<file path="src/rtl/reaction_timer_pkg.sv">
// Shared types and constants for the reaction timer: FSM state encoding,
// result width, delay arithmetic and default timing values.
package reaction_timer_pkg;

  typedef enum logic [2:0] {
    IDLE       = 3'd0,
    REQ_RNG    = 3'd1,
    SETTLE     = 3'd2,
    LOAD       = 3'd3,
    WAIT_DELAY = 3'd4,
    STIMULUS   = 3'd5,
    RESULT     = 3'd6
  } state_t;

  localparam int REACTION_W           = 14;
  localparam int DELAY_W              = 17;
  localparam int RND_W                = 16;
  localparam int DEFAULT_TIMEOUT_MS   = 9999;
  localparam int DEFAULT_MIN_DELAY_MS = 1000;

  // Stimulus delay in ms: fixed minimum plus the masked random value.
  // Both operands fit in 16 bits, so the 17-bit sum cannot overflow.
  function automatic logic [DELAY_W-1:0] stimulus_delay(
    input logic [DELAY_W-1:0] min_ms,
    input logic [RND_W-1:0]   rnd,
    input logic [RND_W-1:0]   mask
  );
    return min_ms + {1'b0, rnd & mask};
  endfunction

endpackage

</file>
<file path="src/rtl/ms_tick_gen.sv">
// Millisecond prescaler: counts 0..TICK_CYCLES-1 and flags the terminal
// count. A synchronous clear restarts the count so the next period is full.
module ms_tick_gen #(
  parameter int TICK_CYCLES = 50000
) (
  input  logic clk,
  input  logic rst,
  input  logic clr_i,
  output logic tick_o
);

  localparam int              CNT_W = (TICK_CYCLES > 1) ? $clog2(TICK_CYCLES) : 1;
  localparam logic [CNT_W-1:0] TERM = CNT_W'(TICK_CYCLES - 1);

  logic [CNT_W-1:0] cnt_q;
  logic [CNT_W-1:0] cnt_d;

  // Next count: clear has priority, then wrap on terminal count, else count up.
  always_comb begin
    cnt_d = cnt_q;
    if (clr_i) begin
      cnt_d = '0;
    end else if (cnt_q == TERM) begin
      cnt_d = '0;
    end else begin
      cnt_d = cnt_q + CNT_W'(1);
    end
  end

  // Prescaler counter register.
  always_ff @(posedge clk or posedge rst) begin
    if (rst) begin
      cnt_q <= '0;
    end else begin
      cnt_q <= cnt_d;
    end
  end

  // Tick comes straight from the counter register; it must not depend on
  // clr_i because the consumer derives clr_i from its own use of the tick.
  assign tick_o = (cnt_q == TERM);

endmodule

</file>
<file path="src/rtl/reaction_delay_timer.sv">
// Reaction delay timer: pulses the random generator, waits a random delay,
// lights the stimulus LED and measures the player's reaction time in ms.
module reaction_delay_timer
  import reaction_timer_pkg::*;
#(
  parameter int CLK_FREQ_HZ     = 50000000,
  parameter int MIN_DELAY_MS    = DEFAULT_MIN_DELAY_MS,
  parameter int DELAY_MASK_BITS = 12,
  parameter int TIMEOUT_MS      = DEFAULT_TIMEOUT_MS
) (
  input  logic                  clk,
  input  logic                  reset,
  input  logic                  start,
  input  logic                  button,
  input  logic [15:0]           pseudoRandomNumber,
  output logic                  rngEnable,
  output logic                  ledOn,
  output logic [REACTION_W-1:0] reactionTimeMs,
  output logic                  resultValid,
  output logic                  falseStart,
  output logic                  timedOut,
  output logic                  busy
);

  localparam int                    TICK_CYCLES = CLK_FREQ_HZ / 1000;
  localparam logic [RND_W-1:0]      DELAY_MASK  = RND_W'((32'd1 << DELAY_MASK_BITS) - 32'd1);
  localparam logic [DELAY_W-1:0]    MIN_DELAY   = DELAY_W'(MIN_DELAY_MS);
  localparam logic [REACTION_W-1:0] TIMEOUT_VAL = REACTION_W'(TIMEOUT_MS);

  state_t                  state_q, state_d;
  logic                    start_prev_q;
  logic                    start_edge;
  logic [DELAY_W-1:0]      delay_q, delay_d;
  logic [REACTION_W-1:0]   reaction_q, reaction_d;
  logic [REACTION_W-1:0]   reaction_inc;
  logic                    false_start_q, false_start_d;
  logic                    result_valid_q, result_valid_d;
  logic                    timed_out_q, timed_out_d;
  logic                    rng_enable_q, led_on_q, busy_q;
  logic                    tick;
  logic                    tick_clr;

  assign start_edge   = start & ~start_prev_q;
  assign reaction_inc = reaction_q + REACTION_W'(1);
  // Restart the prescaler on every state change so WAIT_DELAY and STIMULUS
  // both begin with a full-length first millisecond.
  assign tick_clr     = (state_d != state_q);

  ms_tick_gen #(
    .TICK_CYCLES (TICK_CYCLES)
  ) u_ms_tick (
    .clk    (clk),
    .rst    (reset),
    .clr_i  (tick_clr),
    .tick_o (tick)
  );

  // Next-state, delay countdown, reaction counter and result flags.
  always_comb begin
    state_d        = state_q;
    delay_d        = delay_q;
    reaction_d     = reaction_q;
    false_start_d  = false_start_q;
    result_valid_d = result_valid_q;
    timed_out_d    = timed_out_q;
    case (state_q)
      IDLE: begin
        if (start_edge) begin
          state_d = REQ_RNG;
        end else begin
          state_d = IDLE;
        end
      end
      REQ_RNG: begin
        state_d = SETTLE;
      end
      SETTLE: begin
        state_d = LOAD;
      end
      LOAD: begin
        delay_d        = stimulus_delay(MIN_DELAY, pseudoRandomNumber, DELAY_MASK);
        reaction_d     = '0;
        false_start_d  = 1'b0;
        result_valid_d = 1'b0;
        timed_out_d    = 1'b0;
        state_d        = WAIT_DELAY;
      end
      WAIT_DELAY: begin
        // Button before the stimulus wins over a coincident tick.
        if (button) begin
          state_d       = RESULT;
          false_start_d = 1'b1;
          reaction_d    = '0;
        end else if (tick) begin
          if (delay_q <= DELAY_W'(1)) begin
            state_d = STIMULUS;
          end else begin
            delay_d = delay_q - DELAY_W'(1);
          end
        end else begin
          state_d = WAIT_DELAY;
        end
      end
      STIMULUS: begin
        // A press on the same cycle as the timeout tick still counts as valid.
        if (button) begin
          state_d        = RESULT;
          result_valid_d = 1'b1;
        end else if (tick) begin
          if (reaction_inc >= TIMEOUT_VAL) begin
            state_d     = RESULT;
            timed_out_d = 1'b1;
            reaction_d  = TIMEOUT_VAL;
          end else begin
            reaction_d = reaction_inc;
          end
        end else begin
          state_d = STIMULUS;
        end
      end
      RESULT: begin
        if (start_edge) begin
          state_d = REQ_RNG;
        end else begin
          state_d = RESULT;
        end
      end
      default: begin
        state_d = IDLE;
      end
    endcase
  end

  // State, datapath and output registers; decoded outputs follow state_d so
  // they change on the same edge as the state they belong to.
  always_ff @(posedge clk or posedge reset) begin
    if (reset) begin
      state_q        <= IDLE;
      start_prev_q   <= 1'b0;
      delay_q        <= '0;
      reaction_q     <= '0;
      false_start_q  <= 1'b0;
      result_valid_q <= 1'b0;
      timed_out_q    <= 1'b0;
      rng_enable_q   <= 1'b0;
      led_on_q       <= 1'b0;
      busy_q         <= 1'b0;
    end else begin
      state_q        <= state_d;
      start_prev_q   <= start;
      delay_q        <= delay_d;
      reaction_q     <= reaction_d;
      false_start_q  <= false_start_d;
      result_valid_q <= result_valid_d;
      timed_out_q    <= timed_out_d;
      rng_enable_q   <= (state_d == REQ_RNG);
      led_on_q       <= (state_d == STIMULUS);
      busy_q         <= (state_d != IDLE) && (state_d != RESULT);
    end
  end

  assign rngEnable      = rng_enable_q;
  assign ledOn          = led_on_q;
  assign reactionTimeMs = reaction_q;
  assign resultValid    = result_valid_q;
  assign falseStart     = false_start_q;
  assign timedOut       = timed_out_q;
  assign busy           = busy_q;

endmodule

</file>
<file path="config.mk">
export PLATFORM = sky130hd
export DESIGN_NAME = reaction_delay_timer
export DESIGN_NICKNAME = d
export VERILOG_FILES = /design/src/rtl/reaction_timer_pkg.sv /design/src/rtl/ms_tick_gen.sv /design/src/rtl/reaction_delay_timer.sv
export SDC_FILE = /design/constraint.sdc
export NUM_CORES = 1
export LEC_CHECK = 0
export ABC_AREA = 1
export CAP_MARGIN = 20
export CELL_PAD_IN_SITES_DETAIL_PLACEMENT = 0
export CELL_PAD_IN_SITES_GLOBAL_PLACEMENT = 1
export CORE_MARGIN = 2
export CORE_UTILIZATION = 45
export CTS_CLUSTER_DIAMETER = 80
export DETAILED_ROUTE_END_ITERATION = 16
export PLACE_DENSITY_LB_ADDON = 0.1
export SYNTH_ARGS = -nofsm -noshare
export SYNTH_HDL_FRONTEND = slang
export SYNTH_SLANG_ARGS = --single-unit
</file>
<file path="constraint.sdc">
create_clock -name clk -period 4.3 [get_ports clk]
set_input_delay 0.86 -clock clk [delete_from_list [all_inputs] [get_ports clk]]
set_output_delay 0.86 -clock clk [all_outputs]
set_load 0.1 [all_outputs]
</file>
* Word-level counts from Yosys, hierarchy flattened
Index checks and enable logic that the tools add are counted.
Storage, ports and cells: register bits 57, bits of input ports 20, output and inout bits 20, logic and storage cells 76
Operators by class: add/subtract/negate cells 4, $lt $le $gt $ge 2, equality and inequality tests 19, muxes and demuxes 27, bitwise gates (word level) 2, reductions and logical operators 11
Operators with widths (number):
- $mux W14 | 4
- $mux W17 | 3
- $pmux W14 S3 | 1
- $pmux W17 S2 | 1
- $mux W16 | 2
- $mux W3 | 7
- $pmux W3 S7 | 1
- $le A17 B1 Y1 const B | 1
- $sub A17 B1 Y17 const B | 1
- $add A16 B1 Y16 const B | 1
- $eq A16 B16 Y1 const B | 1
- $ne A2 B2 Y1 const B | 8
- $add A14 B1 Y14 const B | 1
- $ge A14 B14 Y1 const B | 1
- $add A10 B12 Y13 const A | 1
- $eq A3 B3 Y1 const B | 4
- $reduce_and A4 Y1 | 3
- $eq A3 B1 Y1 const B | 2
- $eq A3 B2 Y1 const B | 2
- $pmux W1 S2 | 3
- $reduce_bool A3 Y1 | 2
- $mux W1 | 5
- $reduce_and A2 Y1 | 2
- $reduce_bool A2 Y1 | 2
- 6 further kinds | 6

* Longest topological paths before layout
Gate-level depths: netlist of the first run.
word-level depth 8, gate-level depth with buffers 17, depth with buffers taken out 16

* Hierarchy
Synthesis of the first run repeated with hierarchy kept, for this count alone.
Second synthesis, totals: cells, all modules 525, area, all modules 3798.6 sq um
Modules (own cells, without submodules):
- reaction_delay_timer | times used 1, cells each 394, area an instance 2836.5 sq um, sequential area each 1026.0 sq um
- ms_tick_gen | times used 1, cells each 131, area an instance 962.2 sq um, sequential area each 400.4 sq um

* Least setup slack after synthesis of the first run
OpenSTA, ideal clock, no wires.
path kind reg-to-reg, start point reg reaction_q[1] (netlist: reactionTimeMs[1]), end point reg u_ms_tick.cnt_q[10], library setup time 125 ps, arrival 2680 ps, data required time 4175 ps, slack 1496 ps, stages on the path, launching flop included 16, buffers on the path 1, period minus slack after synthesis 2804 ps, path through dfrtp_1 > ha_1 > nand3_1 > nor2_2 > nand2_1 > nand2_1 > nand3_1 > nand2_1 > nand3_2 > nand2_4 > nand3_2 > nand2_2 > nand2_2 > nand3_4 > buf_12 > nor2_4
Between the ends: word-level cells in the longest chain between the ends 8
Ends and longest elaborated chain:
- from (decl) | line reaction_delay_timer.sv:34 | logic [REACTION_W-1:0] reaction_q, reaction_d;
- from (signal assigned) | line reaction_delay_timer.sv:152 | reaction_q <= reaction_d;
- $add A14 B1 Y14 | line reaction_delay_timer.sv:44 | assign reaction_inc = reaction_q + REACTION_W'(1);
- $ge A14 B14 Y1 | line reaction_delay_timer.sv:110 | if (reaction_inc >= TIMEOUT_VAL) begin
- $mux W3 | line reaction_delay_timer.sv:110
- $mux W3 | line reaction_delay_timer.sv:109 | end else if (tick) begin
- $mux W3 | line reaction_delay_timer.sv:106 | if (button) begin
- $pmux W3 S7 | line reaction_delay_timer.sv:66 | case (state_q)
- net state_d[1] | line reaction_delay_timer.sv:30 | state_t state_q, state_d;
- $ne A3 B3 Y1 | line reaction_delay_timer.sv:47 | assign tick_clr = (state_d != state_q);
- $mux W16 | line ms_tick_gen.sv:21 | if (clr_i) begin
- net u_ms_tick.cnt_d[10] | line ms_tick_gen.sv:16 | logic [CNT_W-1:0] cnt_d;
- to (signal assigned) | line ms_tick_gen.sv:35 | cnt_q <= cnt_d;
- to (decl) | line ms_tick_gen.sv:15 | logic [CNT_W-1:0] cnt_q;
The timed path passes the listed nets, and every way through them passes these cells. A chain may end at the register's enable or synchronous reset.

* Worst setup path in the final report of the first run
start point reg reaction_q[8] (netlist: reactionTimeMs[8]), end point out reactionTimeMs[8]
RTL lines:
- to (decl) | line reaction_delay_timer.sv:18 | output logic [REACTION_W-1:0] reactionTimeMs,
No word-level cell between the ends.

==> out/qor.csv, run 1 <==
metric;value;unit
grt_pass1_wl;13490;microns
path_delay_family;buffers and inverters;
multiInputGateArea;0.001953;sq mm
vdd_ir_drop_max;0.2951;mV
die_h;93.83;microns
async_flop_share;100.0;%
routed_wl;7957;microns
die_x;93.83;microns
io_pins;40;
crit_path_cell_trace;clkdlybuf4s50_1;
cts_sinks;57;
clk_pin_slew;60;ps
hold_start;u_ms_tick.cnt_q[0];
crit_slowest_cell;clkdlybuf4s50_1;
track_usage;19.67;%
fin_area;0.004298;sq mm
startpoint;reactionTimeMs[8];
rsz0062_at_grt;false;
setup_tns;0;ps
fillers;722;
cts-htree-levels;3;
critPathMaxFanout;7;
required;3440;ps
synth_top_cell_by_area;dfrtp_1;
status;completed;
clkLatencyLatePin;340;ps
drive_gt1_share;10.40;%
seq_area_frac_synth;39.28;%
clockRootBuffer;clkbuf_8;
ys_ff_latch;57;
cts_hold_buf;0;
nets;550;
end_kind;output pin;
post_drt_via_cell_ratio;4.960;
grt_max_degree;39;
antenna_found_initial;0;
synth_most_common_cell;nand2_1;
die_area;0.008803;sq mm
timing.fmax;349.5;MHz
tightest_slew;967.7;ps
finalCriticalPeriod;2862;ps
grt_overflow;0;
synthTopCellsByCount;nand2_1, nor2_1, dfrtp_1, inv_1, o21ai_0;
cap_violations;0;
synth-edff-count;0;
gp_congestion;0.7820;
cts_buffer_depth;2;
max-slew-margin-rel;35.28;%
drt-initial-drc-count;103;
port_buffers;35;
cts_setup_buffers;0;
cts_made_buffers;9;
route.detailed.drc;0;
hold_viol;0;
synth_top_cell_area_share;39.28;%
path_buf_inv;1;
synth_flop_cell;dfrtp_1;
drt_pass1_iterations;5;
diodes;0;
drtAntennaViolNets;0;
start_util;46.75;%
synth_cells;483;
placed_area;0.004083;sq mm
fin_crit_sh;66.55;%
synth_area_leaders;dfrtp_1, nand2_1, nor2_1, inv_1, o21ai_0;
finClkSkew;10.31;ps
worstSetupPathType;register to output pin;
grt_pass1_vias;2945;
arrival;2000;ps
syn_area_per_cell;7.518;sq um
dp_hpwl;5748;microns
post_drt_wl_per_cell;12.61;microns
rows;32;
setup-violations-final;0;
cts_tree;built;
synth_area;0.003631;sq mm
vias;3130;
core;0.007767;sq mm
hold_class;register to register;
drv_slew;0;
seqCellArea;0.001426;sq mm
synth_cell_types;38;
syn-num-nets;509;
yosys_warnings;0;
cp-start-kind;register;
critPathMaxStageDelay;1190;ps
total_leakage_power;1.872;nW
cts_resized;0;
worstReg2RegStart;state_q[0];
area_delta_synth_final;18.37;%
pwr_density_cell;516.3;mW/mm^2
-- stage by stage --
stage,instances,worst slack (ps),hold WS (ps),total power (W),util (%)
after floorplan,483,1496,424.2,0.001513,-
after global routing,631,1388,494.0,0.002377,55.33
final,631,1438,458.7,0.002219,55.33
after detailed placement,615,1562,451.3,0.001697,52.56
after CTS,631,1415,460.2,0.002250,55.33
after global placement,615,1574,438.9,0.001684,52.56
-- cells by family after synthesis --
family | synth area share [%]
buf+inv | 6.926
flops | 39.28
xor+xnor | 5.307
compound gates | 11.06
simple gates | 35.36
fa+ha+maj | 2.067
-- placed cells by master (no fill, tap or decap), types with 6 or more instances in the layout --
| cell | n |
|---|---|
| a21oi_1 | 10 |
| a31oi_1 | 6 |
| clkbuf_8 | 12 |
| clkdlybuf4s50_1 | 35 |
| dfrtp_1 | 57 |
| ha_1 | 6 |
| inv_1 | 52 |
| nand2_1 | 121 |
| nand2_2 | 7 |
| nand3_1 | 27 |
| nand4_1 | 7 |
| nor2_1 | 63 |
| nor2_2 | 6 |
| nor2_4 | 13 |
| o21ai_0 | 35 |
| xnor2_1 | 6 |
| xor2_1 | 16 |
-- per-layer routing --
layer  GRT usage (%)  part of all wire (%)  up-vias
met2           33.27                    49       41
met4           7.609                   1.4        0
met5               0                     0        -
li1                -                     -     1652
met1           25.19                    47     1426
met3           3.130                   2.6       11
-- report_power, final --
group          internal, W  total, W  switching (W)
Sequential        0.000646  0.000736      0.0000896
Combinational     0.000261  0.000940       0.000680
Clock             0.000314  0.000543       0.000229
Total              0.00122   0.00222       0.000998
-- final cells by class --
cell class,instances,area share (%)
multi-input cells,364,45.44
well taps,102,2.969
clock buffers,12,3.843
clock inverters,4,1.164
flip-flops and latches,57,33.19
inverters,54,4.716
repair buffers,38,8.675
-- worst paths after layout --
kind,endpoint,slack [ps],cells after the start
max in group asynchronous,delay_q[8],2440,3
setup / recovery,reactionTimeMs[8],1440,1
hold / removal,u_ms_tick.cnt_q[0],460,1
hold reg to reg,u_ms_tick.cnt_q[0],460,1
setup reg to reg,delay_q[3],1830,9
min in group asynchronous,u_ms_tick.cnt_q[9],1030,2
-- sequential cells by signal (all words and copies together) (netlist names), 3 cells and up --
| name | flops |
|---|---|
| delay_q | 17 |
| u_ms_tick.cnt_q | 16 |
| reactionTimeMs | 14 |
| state_q | 3 |
Note: power is estimated with default switching activity, not from simulation.
==> inputs of run 2 (changes only) <==
--- a/config.mk
+++ b/config.mk
@@ -10,7 +10,7 @@
 export CELL_PAD_IN_SITES_DETAIL_PLACEMENT = 0
 export CELL_PAD_IN_SITES_GLOBAL_PLACEMENT = 1
 export CORE_MARGIN = 2
-export CORE_UTILIZATION = 45
+export CORE_UTILIZATION = 38
 export CTS_CLUSTER_DIAMETER = 80
 export DETAILED_ROUTE_END_ITERATION = 16
 export PLACE_DENSITY_LB_ADDON = 0.1
==> constraint.sdc (replaced) <==
create_clock -name clk -period 2.54 [get_ports clk]
set_input_delay 0.508 -clock clk [delete_from_list [all_inputs] [get_ports clk]]
set_output_delay 0.508 -clock clk [all_outputs]
set_load 0.1 [all_outputs]
==> run 2 against run 1 <==
Compared with the run above: global-route usage fell by 2.2 points; first-iteration DRC count fell by 15%; register-to-register slack got worse by 1600 ps; count of clock-buffer cells in the layout fell by 1; die area rose by 18%; flip-flop and latch count did not move; via count rose by 0.77%; cell area rose by 2.3%; combinational power rose by 90%; hold slack got worse by 4.2 ps; cell count rose by 5.7%; sequential share of layout area fell by 0.50 points; highest routed layer unchanged.
==> out/qor.csv, run 2 (same netlist as run 1, synthesis figures left out) <==
metric;value;unit;change
holdPathStages;1;;unchanged
route.detailed.drc;0;;unchanged
grt_pass1_wl;14110;microns;+4.6%
timing.fmax;430.7;MHz;
cts_buffer_depth;2;;unchanged
final_cell_mix;nand2_1, nor2_1, inv_1;;
dp_hpwl;6200;microns;+7.9%
fin_crit_sh;91.40;%;
arrival;2540;ps;+540 ps
rsz0062_at_grt;false;;
die_area;0.01035;sq mm;+18%
clkLatencyLatePin;340;ps;about the same
required;2760;ps;-680 ps
cts_tree;built;;
grtUsageMet3;3.796;%;+0.67 points
vdd_ir_drop_max;0.3593;mV;+22%
gp_congestion;0.8172;;+4.5%
grt_pass1_vias;3061;;+3.9%
drive_gt1_share;17.47;%;+7.1 points
largest-register;delay_q;;
largest_reg_flops;17;;unchanged
critPathMaxStageDelay;420;ps;-770 ps
start_util;39.30;%;-7.5 points
fillers;957;;+33%
drv_slew;0;;unchanged
area_delta_synth_final;21.12;%;
hold_class;register to register;;
crit_slowest_cell;dfrtp_2;;
hold_start;u_ms_tick.cnt_q[0];;
cts_made_buffers;9;;unchanged
mostFrequentLayoutCell;nand2_1;;
utilization;47.60;%;-7.7 points
multiInputGateArea;0.001961;sq mm;+0.38%
drtAntennaViolNets;0;;unchanged
setup-violations-final;0;;unchanged
drt-initial-drc-count;88;;-15%
clockRootBuffer;clkbuf_8;;
startpoint;reactionTimeMs[1];;
finalCriticalPeriod;2322;ps;
track_usage;17.52;%;-2.2 points
use_met1;20.92;%;-4.3 points
total_leakage_power;1.952;nW;+4.3%
crit_path_cell_trace;ha_2, nand2_1, nor2_2, nand3b_1, nand2_1, nand2_2, nor2_2, nand3_2, nand2_4, nand3_2, nand2_2, nand2_2, nand3_4, buf_12, nor2_4;;
pwr_density_cell;904.5;mW/mm^2;+75%
grt_overflow;0;;unchanged
worstSetupPathType;register to register;;
tightest_slew;592.1;ps;-375.6 ps
busiest_layer;met2;;
crit_top_cell;nand2_2;;
rows;35;;+9.4%
vias;3154;;+0.77%
cts-htree-levels;3;;unchanged
grt_max_degree;26;;-33%
cap_violations;0;;unchanged
port_buffers;35;;unchanged
die_h;101.8;microns;+8.4%
clk_pin_slew;60;ps;about the same
status;completed;;
cp-start-kind;register;;
max-slew-margin-rel;60.48;%;+25 points
routed_wl;8160;microns;+2.6%
critPathMaxFanout;10;;+3
diodes;0;;unchanged
post_drt_wl_per_cell;12.23;microns;-3.0%
antenna_found_initial;0;;unchanged
r2r_cells;15;;+6
timing.hold.ws;454.5;ps;-4.151 ps
drt_pass1_iterations;4;;-1
end_kind;register;;
nets;559;;+1.6%
io_pins;40;;unchanged
finClkSkew;9.505;ps;-0.8040 ps
cts_sinks;57;;unchanged
die_x;101.8;microns;+8.4%
post_drt_via_cell_ratio;4.729;;-4.7%
setup_tns;0;ps;unchanged
grt_util_met2;30.52;%;-2.8 points
seqCellArea;0.001438;sq mm;+0.79%
core;0.009240;sq mm;+19%
worstReg2RegStart;reactionTimeMs[1];;
hold_viol;0;;unchanged
==> run 2: cell count changes in the layout (fill, tap and decap cells not counted), sizes merged <==
cell,previous run,this run
bufinv,1,2
clkbuf,12,11
buf,3,32
clkdlybuf4s50,35,15
clkinv,1,3
clkinvlp,2,0
==> run 2: layer usage <==
metal	vias to the layer above	share of wire [%]
met5	-	0
met4	0	1.5
met3	9	3.2
met2	37	50
met1	1448	46
li1	1660	-
==> run 2: layout make-up <==
cell class,instances,area share [%]
multi-input combinational,364,44.58
sequential,57,32.69
timing repair buffer,47,9.445
inverter,54,4.609
tap,129,3.670
clock buffer,11,3.215
clock inverter,5,1.792
==> run 2: through the flow <==
step / total power (W) / area [sq um] / setup WS, ps / std cells
after global placement: 0.002886 / 4120 / 144.4 / 646
final: 0.003978 / 4398 / 218.4 / 667
after global routing: 0.004270 / 4398 / 6.284 / 667
after floorplan: 0.002561 / 3642 / 21.55 / 483
after detailed placement: 0.002902 / 4120 / 128.3 / 646
after CTS: 0.003871 / 4340 / 128.3 / 662
==> run 2: critical path: cells and delay by family, from the launching register on <==
kind                       cells  cell delay, ps
buffers and inverters          1             160
and+or+nand+nor               13            1410
adders and majority gates      1             220
DFF                            1             420
==> run 2: final timing paths <==
| check | endpoint | slack [ps] |
|---|---|---|
| max in group asynchronous | state_q[2] | 1440 |
| setup / recovery | u_ms_tick.cnt_q[10] | 220 |
| hold / removal | u_ms_tick.cnt_q[0] | 450 |
| setup reg to reg | u_ms_tick.cnt_q[10] | 220 |
| hold reg to reg | u_ms_tick.cnt_q[0] | 450 |
| min in group asynchronous | u_ms_tick.cnt_q[4] | 530 |
==> run 2: where the power goes <==
group | internal, W | switching, W
clock network | 0.000578 | 0.000372
registers | 0.00109 | 0.000148
logic | 0.000590 | 0.00120
==> run 2: timing repair <==
item / in CTS / in global routing
endpoints found under the setup margin: 0 / 16
hold buffers: 0 / 0
resized for setup: 0 / 2
setup buffers: 0 / 5
